<file path="config.mk">
export PLATFORM = sky130hd
export DESIGN_NAME = bpu_update_gen
export DESIGN_NICKNAME = d
export VERILOG_FILES = /design/src/rtl/bpu_update_gen.sv
export SDC_FILE = /design/constraint.sdc
export NUM_CORES = 1
export LEC_CHECK = 0
export CAP_MARGIN = 10
export CORE_MARGIN = 1
export CORE_UTILIZATION = 40
export DETAILED_ROUTE_END_ITERATION = 8
export GPL_TIMING_DRIVEN = 0
export MAX_ROUTING_LAYER = met4
export PLACE_DENSITY = 0.78
export REMOVE_ABC_BUFFERS = 1
export SLEW_MARGIN = 20
export SYNTH_ARGS = -nofsm -noshare
export SYNTH_HDL_FRONTEND = slang
export SYNTH_SLANG_ARGS = --single-unit
</file>
<file path="constraint.sdc">
create_clock -name clk -period 5.6 [get_ports clk]
set_input_delay 0.56 -clock clk [delete_from_list [all_inputs] [get_ports clk]]
set_output_delay 0.56 -clock clk [all_outputs]
set_load 0.005 [all_outputs]
</file>
<file path="src/rtl/bpu_update_gen.sv">
// BPU update/redirect generator: checks resolved control flow against the predicted npc and
// issues a one-cycle redirect on mispredict or exception, with epoch tracking and drain.
module bpu_update_gen #(
    parameter int unsigned DRAIN_CYCLES = 2,
    parameter int unsigned CNT_W        = 32
) (
    input  logic             clk,
    input  logic             rst,
    input  logic             resolve_valid_i,
    input  logic             resolve_is_cf_i,
    input  logic [31:0]      resolve_pc_i,
    input  logic             resolve_taken_i,
    input  logic [31:0]      resolve_target_i,
    input  logic [31:0]      resolve_pred_npc_i,
    input  logic             resolve_epoch_i,
    input  logic             excp_valid_i,
    input  logic [31:0]      excp_target_i,
    output logic             epoch_o,
    output logic             update_taken_o,
    output logic [31:0]      update_target_o,
    output logic             flush_o,
    output logic             busy_o,
    output logic [CNT_W-1:0] branch_cnt_o,
    output logic [CNT_W-1:0] mispred_cnt_o
);

    typedef enum logic [1:0] {
        StIdle,
        StRedirect,
        StDrain
    } state_e;

    localparam logic [3:0] DrainLoad = 4'(DRAIN_CYCLES);

    state_e           state_q;
    logic [3:0]       drain_cnt_q;
    logic             epoch_q;
    logic             update_taken_q;
    logic             flush_q;
    logic [31:0]      update_target_q;
    logic [CNT_W-1:0] branch_cnt_q;
    logic [CNT_W-1:0] mispred_cnt_q;

    logic [31:0] seq_npc;
    logic [31:0] exp_npc;
    logic        accept;
    logic        mispredict;
    logic        redirect_req;
    logic [31:0] redirect_tgt;

    // Offset within the fetch group never affects the sequential npc.
    logic unused_pc_lo;
    assign unused_pc_lo = ^resolve_pc_i[2:0];

    always_comb begin
        seq_npc      = {resolve_pc_i[31:3] + 29'd1, 3'b000};
        exp_npc      = resolve_taken_i ? resolve_target_i : seq_npc;
        accept       = resolve_valid_i & resolve_is_cf_i & (resolve_epoch_i == epoch_q)
                       & (state_q == StIdle);
        mispredict   = accept & (exp_npc != resolve_pred_npc_i);
        // Exceptions are honoured in every state and win over a same-cycle mispredict.
        redirect_req = excp_valid_i | mispredict;
        redirect_tgt = excp_valid_i ? excp_target_i : exp_npc;
    end

    always_ff @(posedge clk) begin
        if (rst) begin
            state_q         <= StIdle;
            drain_cnt_q     <= 4'd0;
            epoch_q         <= 1'b0;
            update_taken_q  <= 1'b0;
            flush_q         <= 1'b0;
            update_target_q <= 32'd0;
            branch_cnt_q    <= '0;
            mispred_cnt_q   <= '0;
        end else begin
            update_taken_q <= 1'b0;
            flush_q        <= 1'b0;

            if (accept) begin
                branch_cnt_q <= branch_cnt_q + CNT_W'(1);
            end

            if (redirect_req) begin
                state_q         <= StRedirect;
                update_taken_q  <= 1'b1;
                flush_q         <= 1'b1;
                update_target_q <= redirect_tgt;
                epoch_q         <= ~epoch_q;
                drain_cnt_q     <= 4'd0;
                if (!excp_valid_i) begin
                    mispred_cnt_q <= mispred_cnt_q + CNT_W'(1);
                end
            end else begin
                unique case (state_q)
                    StIdle: begin
                        state_q <= StIdle;
                    end
                    StRedirect: begin
                        state_q     <= StDrain;
                        drain_cnt_q <= DrainLoad;
                    end
                    StDrain: begin
                        if (drain_cnt_q <= 4'd1) begin
                            state_q     <= StIdle;
                            drain_cnt_q <= 4'd0;
                        end else begin
                            drain_cnt_q <= drain_cnt_q - 4'd1;
                        end
                    end
                    default: begin
                        state_q     <= StIdle;
                        drain_cnt_q <= 4'd0;
                    end
                endcase
            end
        end
    end

    assign epoch_o         = epoch_q;
    assign update_taken_o  = update_taken_q;
    assign update_target_o = update_target_q;
    assign flush_o         = flush_q;
    assign busy_o          = (state_q != StIdle);
    assign branch_cnt_o    = branch_cnt_q;
    assign mispred_cnt_o   = mispred_cnt_q;

endmodule

</file>
==> results of run 1 <==
==> registers in the layout, indices dropped and copies added, names as in the netlist <==
register and cells:
drain_cnt_q 4, branch_cnt_o 32, flush_o 1, state_q 2
mispred_cnt_o 32, epoch_o 1, update_target_o 32
==> layer usage <==
| layer | track usage [%] | vias to the layer above |
|---|---|---|
| li1 | - | 3839 |
| met1 | 33.27 | 3721 |
| met2 | 42.83 | 342 |
| met3 | 3.164 | 38 |
| met4 | 8.756 | 0 |
| met5 | - | - |
==> final cells by class <==
| cell class | count | area (µm²) | share of cell area [%] |
|---|---|---|---|
| Timing Repair Buffer | 236 | 2410 | 23.93 |
| Inverter | 22 | 82.58 | 0.8200 |
| Multi-Input combinational cell | 758 | 4882 | 48.48 |
| Tap cell | 229 | 286.5 | 2.845 |
| Sequential cell | 104 | 2082 | 20.67 |
| Clock buffer | 9 | 225.2 | 2.236 |
| Clock inverter | 7 | 102.6 | 1.019 |
==> power breakdown <==
| part | internal, mW | switching, mW |
|---|---|---|
| clock | 0.397 | 0.305 |
| sequential | 0.760 | 0.0123 |
| combinational | 0.202 | 0.197 |
| total | 1.36 | 0.515 |
==> stage by stage <==
step / cells / setup WS, ns / utilization, %
after floorplan: 884 / 1.294 / -
after global placement: 1344 / -2.640 / 53.44
after detailed placement: 1349 / 0.01649 / 54.04
after CTS: 1365 / 0.3751 / 55.86
after global routing: 1365 / 0.2083 / 55.87
final: 1365 / 0.4927 / 55.87
==> worst max-delay path, delay by kind of cell <==
family | cells | cell delay (ns)
AO/OA/AOI/OAI | 3 | 1.09
XOR/XNOR | 1 | 0.29
buffers and inverters | 2 | 1.10
multiplexers | 1 | 0.38
AND/OR/NAND/NOR | 4 | 1.92
==> Yosys cell counts (4+ instances only) <==
cell,count
sky130_fd_sc_hd__a2111oi_0,15
sky130_fd_sc_hd__a2111oi_1,6
sky130_fd_sc_hd__a21boi_0,5
sky130_fd_sc_hd__a21oi_1,20
sky130_fd_sc_hd__a311oi_1,9
sky130_fd_sc_hd__a31o_2,5
sky130_fd_sc_hd__a31oi_1,6
sky130_fd_sc_hd__and2_1,7
sky130_fd_sc_hd__and3_1,23
sky130_fd_sc_hd__and4_1,17
sky130_fd_sc_hd__buf_1,7
sky130_fd_sc_hd__buf_2,8
sky130_fd_sc_hd__buf_4,4
sky130_fd_sc_hd__buf_6,5
sky130_fd_sc_hd__clkbuf_1,48
sky130_fd_sc_hd__dfxtp_1,104
sky130_fd_sc_hd__ha_1,8
sky130_fd_sc_hd__inv_1,22
sky130_fd_sc_hd__mux2_2,28
sky130_fd_sc_hd__mux2i_1,8
sky130_fd_sc_hd__nand2_1,72
sky130_fd_sc_hd__nand2b_1,11
sky130_fd_sc_hd__nand3_1,41
sky130_fd_sc_hd__nand4_1,38
sky130_fd_sc_hd__nor2_1,122
sky130_fd_sc_hd__nor2b_1,33
sky130_fd_sc_hd__nor3_1,40
sky130_fd_sc_hd__nor4_1,27
sky130_fd_sc_hd__nor4b_1,4
sky130_fd_sc_hd__o2111ai_1,6
sky130_fd_sc_hd__o21ai_0,33
sky130_fd_sc_hd__o221ai_1,5
sky130_fd_sc_hd__o311a_1,9
sky130_fd_sc_hd__o31a_1,4
sky130_fd_sc_hd__o31ai_1,6
sky130_fd_sc_hd__or3_1,9
sky130_fd_sc_hd__or4_1,8
sky130_fd_sc_hd__xnor2_1,34
sky130_fd_sc_hd__xor2_1,57
==> cells by family after synthesis <==
group	synth area share, %
DFF	28.25
muxes	5.364
AOI/OAI and AO/OA	16.09
buffers and inverters	5.704
and+or+nand+nor	32.42
xor gates and xnor gates	10.81
adders and majority gates	1.358
==> worst max-delay path by stage <==
stage,cells past startpoint,start,endpoint,slack [ns]
floorplan,10,resolve_pc_i[3],update_target_o[0],1.29
global placement,8,resolve_taken_i,update_target_o[1],-2.64
detailed placement,12,resolve_pc_i[3],epoch_o,0.02
CTS,12,resolve_pc_i[3],epoch_o,0.38
global route,11,resolve_pc_i[11],epoch_o,0.21
finish,11,resolve_pc_i[11],epoch_o,0.49
==> impl_metrics.json, run 1 <==
{
  "layout_commonest_cell": "sky130_fd_sc_hd__clkdlybuf4s50_1",
  "timing.reg2reg.worst_path_depth": 8,
  "worst-endpoint-arrival_ns": 5.35,
  "port-buffer-count": 231,
  "timing.final.hold_violations": 0,
  "drt_iter0_drcs": 597,
  "drt_wl_total_mm": 24.13,
  "synth-edff-count": 0,
  "static-leakage-power_nw": 3.553,
  "final_cell_area_um2": 10070,
  "synthesized_instance_count": 957,
  "crit_path_cell_trace": "clkdlybuf4s50_1 > nand3_1 > nor4_1 > nand3_1 > xor2_1 > o2111ai_1 > a2111oi_0 > nand4_1 > buf_8 > a21oi_1 > mux2_2",
  "wire_per_inst_um": 17.67,
  "endpoint_kind": "register",
  "crit_path_top_delay_cell": "sky130_fd_sc_hd__clkdlybuf4s50_1",
  "routabilityCongestion": 0.9420,
  "finalSetupViolCount": 0,
  "global_route_wire_length_before_repair_mm": 37.57,
  "via_count": 7940,
  "clock_tree_from_tritoncts": "built",
  "grt_setup_unrepaired": "no",
  "design.core.area_um2": 18020,
  "maxSlewHeadroom_pct": 43.39,
  "max-cap-violations": 0,
  "met2_wire_len_mm": 11.39,
  "timing.critical_path.mode_cell": "sky130_fd_sc_hd__nand3_1",
  "clock_network_latency_to_the_later_pin_of_the_worst_skew_pair_ns": 0.35,
  "nets": 1274,
  "worst_hold_path_type": "reg2reg",
  "postSynthAreaPerCell_um2": 7.702,
  "maximum_number_of_pins_on_one_net_before_global_route_repair": 77,
  "vias_per_cell": 5.817,
  "whs_path_depth": 2,
  "place_hpwl_mm": 18.32,
  "number_of_distinct_library_cells_after_synthesis": 66,
  "worstReg2RegStart": "mispred_cnt_o[7]",
  "grt_antenna_before_repair": 0,
  "final_min_period_over_clock_period_pct": 91.20,
  "worst_setup_hold_path_clk_slew_ns": 0.08,
  "wl_met1_mm": 10.43,
  "totalNegativeSetupSlack_ns": 0,
  "finalClockSkew_ns": 0.01281,
  "power_density_nw_per_um2": 186.0,
  "regToRegSetupSlack_ns": 2.43,
  "cts-buffers-inserted": 9,
  "cp_slowest_stage_delay_ns": 0.71,
  "layout-drive-gt1-share_pct": 6.162,
  "worst_ir_drop_vdd_v": 0.0001947,
  "timing_limited_maximum_frequency_mhz": 195.8,
  "area_growth_syn_to_layout_pct": 36.63,
  "worstSetupStartpointType": "input pin",
  "number_of_iterations_in_the_first_detailed_routing_pass": 5,
  "slew_viol_final": 0,
  "top_layer_used": "met4",
  "ctsHoldBuffers": 0,
  "cts.repair.resized": 0,
  "holdPathEnd": "state_q[0]",
  "worst-setup-path-type": "in2reg",
  "ant_nets": 0,
  "worst_r2r_endpoint": "mispred_cnt_o[30]",
  "grt-ovfl-total": 0,
  "run_status": "finished, final reports clean",
  "io-pin-count": 235,
  "postSynth.topFlopCell": "sky130_fd_sc_hd__dfxtp_1",
  "detail_route.drc_violations": 0,
  "synth_top_area_share_pct": 28.25,
  "timing.critical_path.required_ns": 5.85,
  "layout.cells.most_common_list": "sky130_fd_sc_hd__clkdlybuf4s50_1 (228), sky130_fd_sc_hd__nor2_1 (121), sky130_fd_sc_hd__dfxtp_1 (104), sky130_fd_sc_hd__nand2_1 (71), sky130_fd_sc_hd__xor2_1 (57)",
  "dpl_cell_area_um2": 9741,
  "track_usage_pct": 26.17,
  "min_period_ns": 5.107,
  "holdCritStartpoint": "state_q[0]",
  "postSynthRegisterBits": 104,
  "die_width_um": 137.7,
  "fillers": 1708,
  "inserted_diodes": 0,
  "power.total_mw": 1.874,
  "crit_path_max_fanout": 14,
  "row_count": 49,
  "die_area_um2": 18970,
  "yosys-top-cells-area": "sky130_fd_sc_hd__dfxtp_1 (28%), sky130_fd_sc_hd__xor2_1 (6.8%), sky130_fd_sc_hd__nor2_1 (6.2%)",
  "worst_hold_slack_ns": 0.4942,
  "starting_density_of_the_core_pct": 40.89,
  "vias_in_the_first_global_route": 7254,
  "dieHeight_um": 137.7,
  "cts-root-buf": "sky130_fd_sc_hd__clkbuf_16",
  "worst-slew-pin-transition_ns": 0.8482,
  "clock_tree.buffer_depth": 2,
  "h-tree-depth": 3,
  "synthesis.area_um2": 7371,
  "seq_area_frac_synth_pct": 28.25,
  "cts.sinks": 104,
  "synth-async-reset-ratio_pct": 0,
  "post_cts_buffers": 0,
  "syn_warnings": 0,
  "synth.largest_area_cell": "sky130_fd_sc_hd__dfxtp_1",
  "met3WireLength_mm": 1.755
}
(Power assumes the default switching activity.)
==> inputs of run 2 (changes only) <==
--- a/config.mk
+++ b/config.mk
@@ -9,9 +9,9 @@
 export CORE_MARGIN = 1
 export CORE_UTILIZATION = 40
 export DETAILED_ROUTE_END_ITERATION = 8
-export GPL_TIMING_DRIVEN = 0
+export DONT_BUFFER_PORTS = 1
 export MAX_ROUTING_LAYER = met4
-export PLACE_DENSITY = 0.78
+export PLACE_DENSITY = 0.61
 export REMOVE_ABC_BUFFERS = 1
 export SLEW_MARGIN = 20
 export SYNTH_ARGS = -nofsm -noshare
==> impl_metrics.json, run 2 (synthesis results as in run 1) <==
{
  "drt_wl_total_mm": 23.08,
  "post_cts_buffers": 0,
  "h-tree-depth": 3,
  "layout-drive-gt1-share_pct": 7.072,
  "fillers": 1868,
  "clock_network_latency_to_the_later_pin_of_the_worst_skew_pair_ns": 0.35,
  "routabilityCongestion": 0.9445,
  "die_width_um": 137.7,
  "io-pin-count": 235,
  "place_hpwl_mm": 17.11,
  "clock_tree_from_tritoncts": "built",
  "power_density_nw_per_um2": 209.9,
  "clock_tree.buffer_depth": 2,
  "grt_antenna_before_repair": 1,
  "worst_ir_drop_vdd_v": 0.0001688,
  "register_area_um2": 2082,
  "nets": 1044,
  "worst_r2r_endpoint": "mispred_cnt_o[31]",
  "totalNegativeSetupSlack_ns": 0,
  "multiInputGateArea_um2": 4872,
  "row_count": 49,
  "port-buffer-count": 0,
  "layout.cells.most_common_list": "sky130_fd_sc_hd__nor2_1 (122), sky130_fd_sc_hd__dfxtp_1 (104), sky130_fd_sc_hd__nand2_1 (71), sky130_fd_sc_hd__xor2_1 (57), sky130_fd_sc_hd__nand3_1 (41)",
  "global_route_wire_length_before_repair_mm": 34.74,
  "critical_path.top_delay_family": "simple AND/OR/NAND/NOR gates",
  "holdCritStartpoint": "rst",
  "static-leakage-power_nw": 2.644,
  "cts-buffers-inserted": 9,
  "maxSlewHeadroom_pct": 40.45,
  "min_period_ns": 4.051,
  "whs_path_depth": 1,
  "final_core_utilization_pct": 42.52,
  "detail_route.drc_violations": 0,
  "crit_path_top_delay_cell": "sky130_fd_sc_hd__nor2_1",
  "starting_density_of_the_core_pct": 40.89,
  "worst-endpoint-arrival_ns": 4.29,
  "worstReg2RegStart": "mispred_cnt_o[7]",
  "grt-ovfl-total": 0,
  "drt_iter0_drcs": 444,
  "final_cell_area_um2": 7664,
  "die_area_um2": 18970,
  "area_growth_syn_to_layout_pct": 3.972,
  "crit_path_max_fanout": 32,
  "cts.sinks": 104,
  "maximum_number_of_pins_on_one_net_before_global_route_repair": 123,
  "regToRegSetupSlack_ns": 2.47,
  "crit_path_cell_trace": "ha_1 > nand3_2 > nor2_1 > nand3_1 > xor2_1 > o2111ai_1 > a2111oi_0 > and4_2 > buf_4 > nor4_1 > mux2_2",
  "design.core.area_um2": 18020,
  "cp_slowest_stage_delay_ns": 0.70,
  "vias_per_cell": 6.049,
  "worst-slew-pin-transition_ns": 0.8864,
  "ctsHoldBuffers": 0,
  "track_usage_pct": 24.31,
  "layout_commonest_cell": "sky130_fd_sc_hd__nor2_1",
  "cts-root-buf": "sky130_fd_sc_hd__clkbuf_16",
  "wire_per_inst_um": 20.33,
  "finalSetupViolCount": 0,
  "dpl_cell_area_um2": 7368,
  "max-cap-violations": 0,
  "placement.setup.worst_slack_ns": 1.221,
  "finalClockSkew_ns": 0.01229,
  "number_of_iterations_in_the_first_detailed_routing_pass": 6,
  "run_status": "finished, final reports clean",
  "critical_path_buf_inv_count": 1,
  "cts.repair.resized": 0,
  "timing.final.hold_violations": 0,
  "ant_nets": 0,
  "worst_hold_path_type": "in2reg",
  "timing.reg2reg.worst_path_depth": 9,
  "endpoint_kind": "register",
  "worst_setup_hold_path_clk_slew_ns": 0.07,
  "worstSetupStartpointType": "input pin",
  "worst-setup-path-type": "in2reg",
  "timing.critical_path.required_ns": 5.84,
  "timing_limited_maximum_frequency_mhz": 246.8,
  "dieHeight_um": 137.7,
  "grt_setup_unrepaired": "no",
  "timing.final.ws_setup_ns": 1.549,
  "via_count": 6866,
  "final_min_period_over_clock_period_pct": 72.35,
  "slew_viol_final": 0,
  "holdPathEnd": "branch_cnt_o[6]",
  "vias_in_the_first_global_route": 6277
}
## run 2: changes by cell type in the layout (fill, tap and decap cells not counted), moves of 2 or more
cell	previous run	this run
sky130_fd_sc_hd__buf_12	2	0
sky130_fd_sc_hd__buf_16	2	0
sky130_fd_sc_hd__buf_2	2	0
sky130_fd_sc_hd__buf_4	1	6
sky130_fd_sc_hd__clkdlybuf4s50_1	228	0
sky130_fd_sc_hd__clkinv_4	2	0
## run 2: worst max path at each step
stage / startpoint / end / slack, ns / cells after the start
after floorplan: resolve_pc_i[3] / update_target_o[0] / 1.29 / 10
after global placement: resolve_pc_i[3] / mispred_cnt_o[10] / 1.28 / 11
after detailed placement: resolve_pc_i[3] / mispred_cnt_o[10] / 1.22 / 11
after CTS: resolve_pc_i[3] / mispred_cnt_o[10] / 1.59 / 11
after global routing: resolve_pc_i[3] / mispred_cnt_o[10] / 1.26 / 11
final: resolve_pc_i[3] / mispred_cnt_o[10] / 1.55 / 11
## run 2: power breakdown
part | internal (mW) | switching (mW)
Sequential | 0.761 | 0.0214
Combinational | 0.0856 | 0.103
Clock | 0.347 | 0.291
Total | 1.19 | 0.415
## run 2: layer usage
layer	vias up	wire [µm]	share of wire [%]	global-route usage [%]
met3	29	2234	9.7	6.770
li1	3376	-	-	-
met2	248	10550	46	38.22
met4	0	495	2.1	7.669
met5	-	0	0	-
met1	3213	9796	42	30.00
## run 2: per-stage QoR
step           cells  hold slack, ns  total power, mW
3_5_place_dp    1119          0.4776           0.9882
3_3_place_gp    1119          0.4608           0.9857
5_1_grt         1135          0.2748            1.676
6_report        1135          0.2847            1.609
2_1_floorplan    884          0.4476           0.9347
4_1_cts         1134          0.2761            1.627
## run 2: final cells by class
class | instances | area share (%)
antenna | 1 | 0.03265
clock buffer | 9 | 2.939
clock inverter | 6 | 0.8816
inverter | 22 | 1.078
multi-input combinational | 758 | 63.58
sequential | 104 | 27.17
tap | 229 | 3.739
timing repair buffer | 6 | 0.5878
==> inputs of run 3 (changes only) <==
==> constraint.sdc (replaced) <==
create_clock -name clk -period 3.8 [get_ports clk]
set_input_delay 0.38 -clock clk [delete_from_list [all_inputs] [get_ports clk]]
set_output_delay 0.38 -clock clk [all_outputs]
set_load 0.005 [all_outputs]
==> impl_metrics.json, run 3 (synthesis results as in run 1) <==
{
  "vias_per_cell": 5.976,
  "grt-ovfl-total": 0,
  "placed_cells_incl_taps": 1128,
  "drt_wl_total_mm": 22.75,
  "cp_slowest_stage_delay_ns": 0.64,
  "ctsHoldBuffers": 0,
  "layout-drive-gt1-share_pct": 8.087,
  "nets": 1053,
  "io-pin-count": 235,
  "worst-setup-path-type": "in2reg",
  "timing_limited_maximum_frequency_mhz": 299.8,
  "finalSetupViolCount": 0,
  "row_count": 49,
  "slew_viol_final": 0,
  "timing.critical_path.depth": 11,
  "static-leakage-power_nw": 2.698,
  "worstSetupStartpointType": "input pin",
  "drt_iter0_drcs": 422,
  "routabilityCongestion": 0.9174,
  "final_cell_area_um2": 7755,
  "detail_route.drc_violations": 0,
  "dieHeight_um": 137.7,
  "clock_network_latency_to_the_later_pin_of_the_worst_skew_pair_ns": 0.35,
  "cts-root-buf": "sky130_fd_sc_hd__clkbuf_16",
  "placement.setup.worst_slack_ns": 0.08563,
  "dpl_cell_area_um2": 7448,
  "ant_nets": 0,
  "min_period_ns": 3.335,
  "port-buffer-count": 0,
  "grt_antenna_before_repair": 0,
  "cts-buffers-inserted": 9,
  "regToRegSetupSlack_ns": 1.04,
  "worst_ir_drop_vdd_v": 0.0002832,
  "timing.critical_path.required_ns": 4.02,
  "layout.cells.most_common_list": "sky130_fd_sc_hd__nor2_1 (122), sky130_fd_sc_hd__dfxtp_1 (104), sky130_fd_sc_hd__nand2_1 (71), sky130_fd_sc_hd__xor2_1 (57), sky130_fd_sc_hd__nand3_1 (41)",
  "clock_tree_from_tritoncts": "built",
  "run_status": "finished, final reports clean",
  "post_cts_buffers": 0,
  "max-cap-violations": 0,
  "die_width_um": 137.7,
  "global_route_wire_length_before_repair_mm": 34.39,
  "vias_in_the_first_global_route": 6381,
  "maximum_number_of_pins_on_one_net_before_global_route_repair": 123,
  "starting_density_of_the_core_pct": 40.89,
  "endpoint_kind": "register",
  "timing.reg2reg.worst_path_depth": 11,
  "cts.repair.resized": 0,
  "number_of_iterations_in_the_first_detailed_routing_pass": 5,
  "place_hpwl_mm": 17.07,
  "final_min_period_over_clock_period_pct": 87.77,
  "h-tree-depth": 3,
  "crit_path_top_delay_cell": "sky130_fd_sc_hd__or4_4",
  "whs_path_depth": 1,
  "via_count": 6843,
  "finalClockSkew_ns": 0.01007,
  "die_area_um2": 18970,
  "clock_tree.buffer_depth": 2,
  "worst-slew-pin-transition_ns": 0.8095,
  "cts.sinks": 104,
  "wire_per_inst_um": 19.87,
  "track_usage_pct": 23.99,
  "final_core_utilization_pct": 43.02,
  "area_growth_syn_to_layout_pct": 5.211,
  "power_density_nw_per_um2": 307.7,
  "maxSlewHeadroom_pct": 45.62,
  "layout_commonest_cell": "sky130_fd_sc_hd__nor2_1",
  "timing.final.hold_violations": 0,
  "worst-endpoint-arrival_ns": 3.56,
  "crit_path_max_fanout": 25,
  "totalNegativeSetupSlack_ns": 0,
  "worst_setup_hold_path_clk_slew_ns": 0.08,
  "post_layout_nonfiller_instances": 1145,
  "worst_hold_path_type": "in2reg",
  "worst_hold_slack_ns": 0.1079,
  "timing.final.ws_setup_ns": 0.4647,
  "crit_path_cell_trace": "ha_1 > nand3_2 > or4_4 > or3_1 > a211o_1 > o2111ai_1 > nor4_1 > nand4_1 > buf_4 > nand2_1 > a2111oi_0",
  "critical_path.top_delay_family": "simple AND/OR/NAND/NOR gates",
  "fillers": 1876,
  "power.total_mw": 2.386,
  "design.core.area_um2": 18020,
  "grt_setup_unrepaired": "no",
  "critical_path_buf_inv_count": 1
}
-- run 3: cell count changes in the layout (fill, tap and decap cells not counted), sizes merged --
cell    previous run  this run
buf                6        15
clkinv             1         2
-- run 3: area by class of cell --
| class | count | area [µm²] | share of cell area [%] |
|---|---|---|---|
| well taps | 229 | 286.5 | 3.695 |
| flip-flops and latches | 104 | 2082 | 26.85 |
| diodes | 1 | 2.502 | 0.03227 |
| inverters | 22 | 82.58 | 1.065 |
| repair buffers | 15 | 125.1 | 1.613 |
| clock buffers | 9 | 225.2 | 2.904 |
| multi-input cells | 758 | 4872 | 62.83 |
| clock inverters | 7 | 78.83 | 1.016 |
-- run 3: per-layer routing --
| layer | up-vias | wire length, µm | global-route usage [%] |
|---|---|---|---|
| li1 | 3393 | - | - |
| met1 | 3185 | 9500 | 29.00 |
| met2 | 240 | 10590 | 38.19 |
| met3 | 25 | 2182 | 7.653 |
| met4 | 0 | 483 | 6.582 |
| met5 | - | 0 | - |
-- run 3: report_power, final --
group | internal (mW) | switching [mW] | leakage (nW)
combinational | 0.130 | 0.150 | 1.71
sequential | 1.12 | 0.0315 | 0.847
clock | 0.518 | 0.436 | 0.144
-- run 3: path summary, 6_finish.rpt --
kind / endpoint / startpoint
setup / recovery: update_target_o[6] / resolve_pc_i[3]
hold / removal: branch_cnt_o[5] / rst
setup reg to reg: branch_cnt_o[31] / state_q[0]
hold reg to reg: state_q[0] / state_q[0]
-- run 3: worst register-to-register path: cells and delay by family (launching register included) --
kind	cells	cell delay, ns
buffers and inverters	1	0.08
adder cells (fa/ha/maj)	1	0.32
flip-flops	1	0.33
XOR/XNOR	1	0.16
AND/OR/NAND/NOR	8	1.78
